### src/rtl/alu_seq_exec.sv
// Sequential ALU: single-cycle integer/branch ops plus an iterative shift-add multiplier.
// Optional MULHU (unsigned high multiply) is enabled by defining MULHU_EN.
module alu_seq_exec #(
  parameter int unsigned XLEN          = 32,
  parameter int unsigned MUL_STEP_BITS = 2
) (
  input  logic            clk,
  input  logic            reset,
  input  logic            in_valid,
  output logic            in_ready,
  input  logic [6:0]      op,
  input  logic [2:0]      funct3,
  input  logic [6:0]      funct7,
  input  logic [XLEN-1:0] src_a,
  input  logic [XLEN-1:0] src_b,
  output logic            out_valid,
  input  logic            out_ready,
  output logic [XLEN-1:0] result,
  output logic            branch_taken,
  output logic            illegal
);

  localparam int unsigned N_STEPS = XLEN / MUL_STEP_BITS;
  localparam int unsigned CNT_W   = $clog2(N_STEPS) + 1;
  localparam int unsigned SH_W    = $clog2(XLEN);
  localparam int unsigned ACC_W   = 2 * XLEN;

  typedef enum logic [1:0] {S_IDLE, S_MUL, S_DONE} state_t;

  state_t            r_state;
  state_t            w_state_nxt;
  logic [XLEN-1:0]   r_result;
  logic              r_taken;
  logic              r_illegal;
  logic [ACC_W-1:0]  r_acc;
  logic [ACC_W-1:0]  r_mcand;
  logic [XLEN-1:0]   r_mplier;
  logic [CNT_W-1:0]  r_cnt;
  logic              r_mul_hi;
  logic              r_mul_signed;

  logic              w_is_mul;
  logic              w_mul_hi;
  logic              w_mul_signed;
  logic              w_illegal;
  logic              w_taken;
  logic [XLEN-1:0]   w_alu;
  logic [SH_W-1:0]   w_shamt;
  logic [ACC_W-1:0]  w_acc_nxt;
  logic              w_last;
  logic              w_unused;

  assign w_shamt  = src_b[SH_W-1:0];
  assign w_last   = (r_cnt == CNT_W'(N_STEPS - 1));
  assign w_unused = ^{op[3:0], funct7[6:1]};

  // Instruction decode and single-cycle results, taken straight from the request inputs
  always_comb begin
    w_is_mul     = 1'b0;
    w_mul_hi     = 1'b0;
    w_mul_signed = 1'b1;
    w_illegal    = 1'b0;
    w_taken      = 1'b0;
    w_alu        = '0;
    if (op[6]) begin
      case (funct3)
        3'b000:  w_taken = (src_a == src_b);
        3'b001:  w_taken = (src_a != src_b);
        3'b100:  w_taken = ($signed(src_a) <  $signed(src_b));
        3'b101:  w_taken = ($signed(src_a) >= $signed(src_b));
        default: w_illegal = 1'b1;
      endcase
      w_alu = XLEN'(w_taken);
    end else if (op[5:4] == 2'b11) begin
      if (!funct7[0]) begin
        case (funct3)
          3'b000:  w_alu = src_a + src_b;
          3'b001:  w_alu = src_a << w_shamt;
          3'b100:  w_alu = src_a ^ src_b;
          3'b101:  w_alu = $unsigned($signed(src_a) >>> w_shamt);
          3'b110:  w_alu = src_a | src_b;
          3'b111:  w_alu = src_a & src_b;
          default: w_illegal = 1'b1;
        endcase
      end else begin
        case (funct3)
          3'b000: w_is_mul = 1'b1;
          3'b001: begin
            w_is_mul = 1'b1;
            w_mul_hi = 1'b1;
          end
`ifdef MULHU_EN
          3'b011: begin
            w_is_mul     = 1'b1;
            w_mul_hi     = 1'b1;
            w_mul_signed = 1'b0;
          end
`endif
          default: w_illegal = 1'b1;
        endcase
      end
    end else if (funct3 == 3'b100) begin
      w_alu = src_a ^ src_b;
    end else begin
      w_alu = src_a + src_b;
    end
    if (w_illegal) begin
      w_alu   = '0;
      w_taken = 1'b0;
    end
  end

  // One multiply step; the top multiplier bit carries negative weight for signed operands
  always_comb begin
    w_acc_nxt = r_acc;
    for (int j = 0; j < int'(MUL_STEP_BITS); j++) begin
      if (r_mplier[j]) begin
        if (r_mul_signed && w_last && (j == int'(MUL_STEP_BITS) - 1))
          w_acc_nxt = w_acc_nxt - (r_mcand << j);
        else
          w_acc_nxt = w_acc_nxt + (r_mcand << j);
      end
    end
  end

  always_ff @(posedge clk) begin
    if (reset) r_state <= S_IDLE;
    else       r_state <= w_state_nxt;
  end

  always_comb begin
    w_state_nxt = r_state;
    case (r_state)
      S_IDLE:  if (in_valid) w_state_nxt = w_is_mul ? S_MUL : S_DONE;
      S_MUL:   if (w_last) w_state_nxt = S_DONE;
      S_DONE:  if (out_ready) w_state_nxt = S_IDLE;
      default: w_state_nxt = S_IDLE;
    endcase
  end

  always_comb begin
    in_ready  = (r_state == S_IDLE);
    out_valid = (r_state == S_DONE);
  end

  // Operand capture at acceptance and multiplier iteration
  always_ff @(posedge clk) begin
    if (reset) begin
      r_result     <= '0;
      r_taken      <= 1'b0;
      r_illegal    <= 1'b0;
      r_acc        <= '0;
      r_mcand      <= '0;
      r_mplier     <= '0;
      r_cnt        <= '0;
      r_mul_hi     <= 1'b0;
      r_mul_signed <= 1'b0;
    end else begin
      case (r_state)
        S_IDLE: begin
          if (in_valid) begin
            r_result     <= w_alu;
            r_taken      <= w_taken;
            r_illegal    <= w_illegal;
            r_acc        <= '0;
            r_cnt        <= '0;
            r_mcand      <= {{XLEN{w_mul_signed & src_a[XLEN-1]}}, src_a};
            r_mplier     <= src_b;
            r_mul_hi     <= w_mul_hi;
            r_mul_signed <= w_mul_signed;
          end
        end
        S_MUL: begin
          r_acc    <= w_acc_nxt;
          r_mcand  <= r_mcand << MUL_STEP_BITS;
          r_mplier <= r_mplier >> MUL_STEP_BITS;
          r_cnt    <= r_cnt + CNT_W'(1);
          if (w_last)
            r_result <= r_mul_hi ? w_acc_nxt[ACC_W-1:XLEN] : w_acc_nxt[XLEN-1:0];
        end
        default: ;
      endcase
    end
  end

  assign result       = r_result;
  assign branch_taken = r_taken;
  assign illegal      = r_illegal;

endmodule
### config.mk
export PLATFORM = sky130hd
export DESIGN_NAME = alu_seq_exec
export DESIGN_NICKNAME = d
export VERILOG_FILES = /design/src/rtl/alu_seq_exec.sv
export SDC_FILE = /design/constraint.sdc
export NUM_CORES = 1
export LEC_CHECK = 0
export CAP_MARGIN = 20
export CORE_AREA = 5 5 213 215
export DETAILED_ROUTE_END_ITERATION = 10
export DIE_AREA = 0 0 218 220
export DONT_BUFFER_PORTS = 1
export PLACE_DENSITY = 0.84
export SETUP_SLACK_MARGIN = 0.3
export SLEW_MARGIN = 20
export SYNTH_ARGS = -nofsm -noshare
export SYNTH_HDL_FRONTEND = slang
export SYNTH_SLANG_ARGS = --single-unit
export TNS_END_PERCENT = 30
### constraint.sdc
create_clock -name clk -period 11.56 [get_ports clk]
set_clock_uncertainty 0.2 [all_clocks]
set_input_delay 1.156 -clock clk [delete_from_list [all_inputs] [get_ports clk]]
set_output_delay 1.156 -clock clk [all_outputs]
set_load 0.05 [all_outputs]
==> impl_metrics.py <==
metrics = {
    "clock_tree": {
        "cts_max_level": 1,
        "tritoncts": "built",
        "clk_path_buf_depth": 3,
        "path_clk_slew_ps": 60,
        "hold_buffers": 0,
        "post_cts_resized": 0,
        "post_cts_buffers": 0,
        "cts_buffers": 28,
        "insertion_delay_ps": 580,
        "cts_sinks": 203,
        "clock_tree.root_cell": "clkbuf_16",
    },
    "synth": {
        "ys_top_cells_by_count": "nor2_1 (564), a21oi_1 (417), nand2_1 (286)",
        "avgSynthCellArea_um2": 6.99,
        "ys_top_cells_by_area": "dfxtp_1 (15%), ha_1 (10%), nor2_1 (7.9%)",
        "syn_area_um2": 26900,
        "yosysMostFrequentCell": "nor2_1",
        "async_flop_share_pct": 0,
        "synth-seq-area-share_pct": 15.1,
        "synth_seq_cells": 203,
        "ys_types": 113,
        "synth_top_area_cell": "dfxtp_1",
        "synth-edff-count": 0,
        "synth_top_area_share_pct": 15.1,
        "yosysWarnings": 0,
        "syn_inst": 3848,
        "synth-main-ff-cell": "dfxtp_1",
        "synth_fp_nets": 4157,
    },
    "pwr": {
        "internal_power_mw": 1.66,
        "p_clk_share_pct": 36.4,
        "seq_power_share_pct": 31.0,
        "power_frac_comb_pct": 32.6,
        "switching_share_pct": 37.9,
        "p_sw_mw": 1.01,
        "power_leakage_nw": 12.1,
        "finalPower_mw": 2.67,
        "p_per_area_nw_per_um2": 95.9,
        "ir_drop_v": 0.000120,
    },
    "floorplan": {
        "start_util_pct": 61.7,
        "io_pins": 121,
        "core-area_um2": 43500,
        "dieArea_um2": 48000,
        "row_count": 77,
        "die_y_um": 220,
        "die_w_um": 218,
    },
    "critical_path": {
        "cp_max_fo": 8,
        "crit_type": "register to register",
        "start_kind": "register",
        "crit_path_end_kind": "register",
        "cpPeakStageDelay_ps": 700,
        "critical-path-slowest-cell": "o311ai_0",
        "required_ps": 11860,
        "arrival_ps": 8180,
    },
    "global_routing": {
        "track_usage_pct": 42.3,
        "grt_pass1_vias": 26600,
        "grt_max_degree": 202,
        "grt_overflow": 0,
        "grt_pass1_wl_mm": 160,
        "antenna_found_initial": 2,
    },
    "timing": {
        "maxSlewViolCount": 0,
        "fin_setup_tns_ps": 0,
        "hold_slack_ps": 258,
        "fin_crit_sh_pct": 68.2,
        "rsz0062_at_grt": "no",
        "hold_viol": 0,
        "fin_ws_ps": 3680,
        "worst_pin_slew_ps": 1080,
        "fin_crit_ps": 7880,
        "final-setup-viol-count": 0,
        "slew_headroom_pct": 27.1,
        "clock.fmax_mhz": 127,
    },
    "cells_and_area": {
        "final_util_pct": 64.1,
        "nets": 3943,
        "fillCellCount": 4073,
        "stdcell_area_um2": 27900,
        "drive_gt1_share_pct": 5.96,
        "layoutNonFillerInstCount": 4250,
        "syn_to_final_growth_pct": 3.82,
    },
    "min_path": {
        "hold_class": "register to register",
    },
    "routing": {
        "via_per_inst": 6.97,
        "postRouteAntennaNets": 0,
        "first_pass_iters": 9,
        "drt_iter0_markers": 4501,
        "drt-total-wl_mm": 107,
        "drc_errors": 0,
        "wl_per_cell_um": 25.1,
        "routed-via-count": 29600,
    },
    "placed_design": {
        "hpwl_mm": 79.1,
        "gp_congestion": 1.09,
        "dpl_worst_slack_ps": 3980,
        "place_inst": 4196,
        "io_buffers": 0,
        "placedInstanceArea_um2": 26900,
    },
    "run": {
        "drv_cap": 0,
    },
    "status": {
        "outcome": "completed",
    },
}
==> cells in the final DEF, fill, tap and decap left out, types with 74 or more instances in the layout <==
cell	instances
nor2b_1	87
xnor2_1	151
a21o_1	74
inv_1	143
mux2i_1	106
nor2_1	561
nor3_1	132
o21ai_0	233
dfxtp_1	199
ha_1	221
a21oi_1	417
nand2_1	286
a22oi_1	90
==> worst paths after layout <==
kind | start | end | slack (ps) | depth (start not counted)
worst max-delay path | r_mcand[0] | result[19] | 3680 | 26
worst min-delay path | r_mplier[31] | r_mplier[31] | 260 | 2
worst max register to register | r_mcand[0] | result[19] | 3680 | 26
worst min register to register | r_mplier[31] | r_mplier[31] | 260 | 2
==> worst max-delay path: cells and delay by family, from the launching register on <==
family,cells,cell delay [ps]
flip-flops,1,490
AO/OA/AOI/OAI,14,4150
AND/OR/NAND/NOR,6,1460
XOR/XNOR,1,100
multiplexers,1,300
adder cells (fa/ha/maj),3,1050
buffers and inverters,1,70
==> state kept, by name, indices dropped and copies added (netlist names) <==
signal / cells
r_mul_signed: 1
result: 32
illegal: 1
r_mcand: 64
r_mul_hi: 1
r_state: 2
r_cnt: 5
branch_taken: 1
r_acc: 64
r_mplier: 32
==> final cells by class <==
type                            instances  area, µm²  share of cell area, %
Clock inverter                         16        254                  0.910
Multi-Input combinational cell       3224      21300                   76.3
Tap cell                              592        741                   2.65
Antenna cell                            2       5.00                 0.0179
Sequential cell                       203       4070                   14.6
Inverter                              146        548                   1.96
Clock buffer                           36        772                   2.77
Timing Repair Buffer                   31        233                  0.834
==> logic make-up after synthesis <==
| kind of cell | count (synthesis) | share of synthesized area (%) |
|---|---|---|
| AO/OA/AOI/OAI | 1246 | 30.1 |
| XOR/XNOR | 221 | 7.38 |
| adder cells (fa/ha/maj) | 225 | 10.5 |
| buffers and inverters | 421 | 5.94 |
| flip-flops | 203 | 15.1 |
| multiplexers | 173 | 7.65 |
| AND/OR/NAND/NOR | 1359 | 23.3 |
==> metal layers <==
metal,track usage (%),routed length (µm),vias up
li1,-,-,13500
met5,0,13,-
met3,11.6,14300,360
met4,20.9,6710,2
met1,57.1,42100,13800
met2,62.0,43500,1941
==> power groups by stage <==
stage | clock network [mW] | registers [mW] | logic [mW]
after global placement | 0 | 0.839 | 0.826
after CTS | 0.978 | 0.825 | 0.840
after detailed placement | 0 | 0.841 | 0.834
final | 0.974 | 0.829 | 0.873
after global routing | 1.00 | 0.832 | 0.932
after floorplan | 0 | 0.812 | 0.657
(Power assumes the default switching activity.)
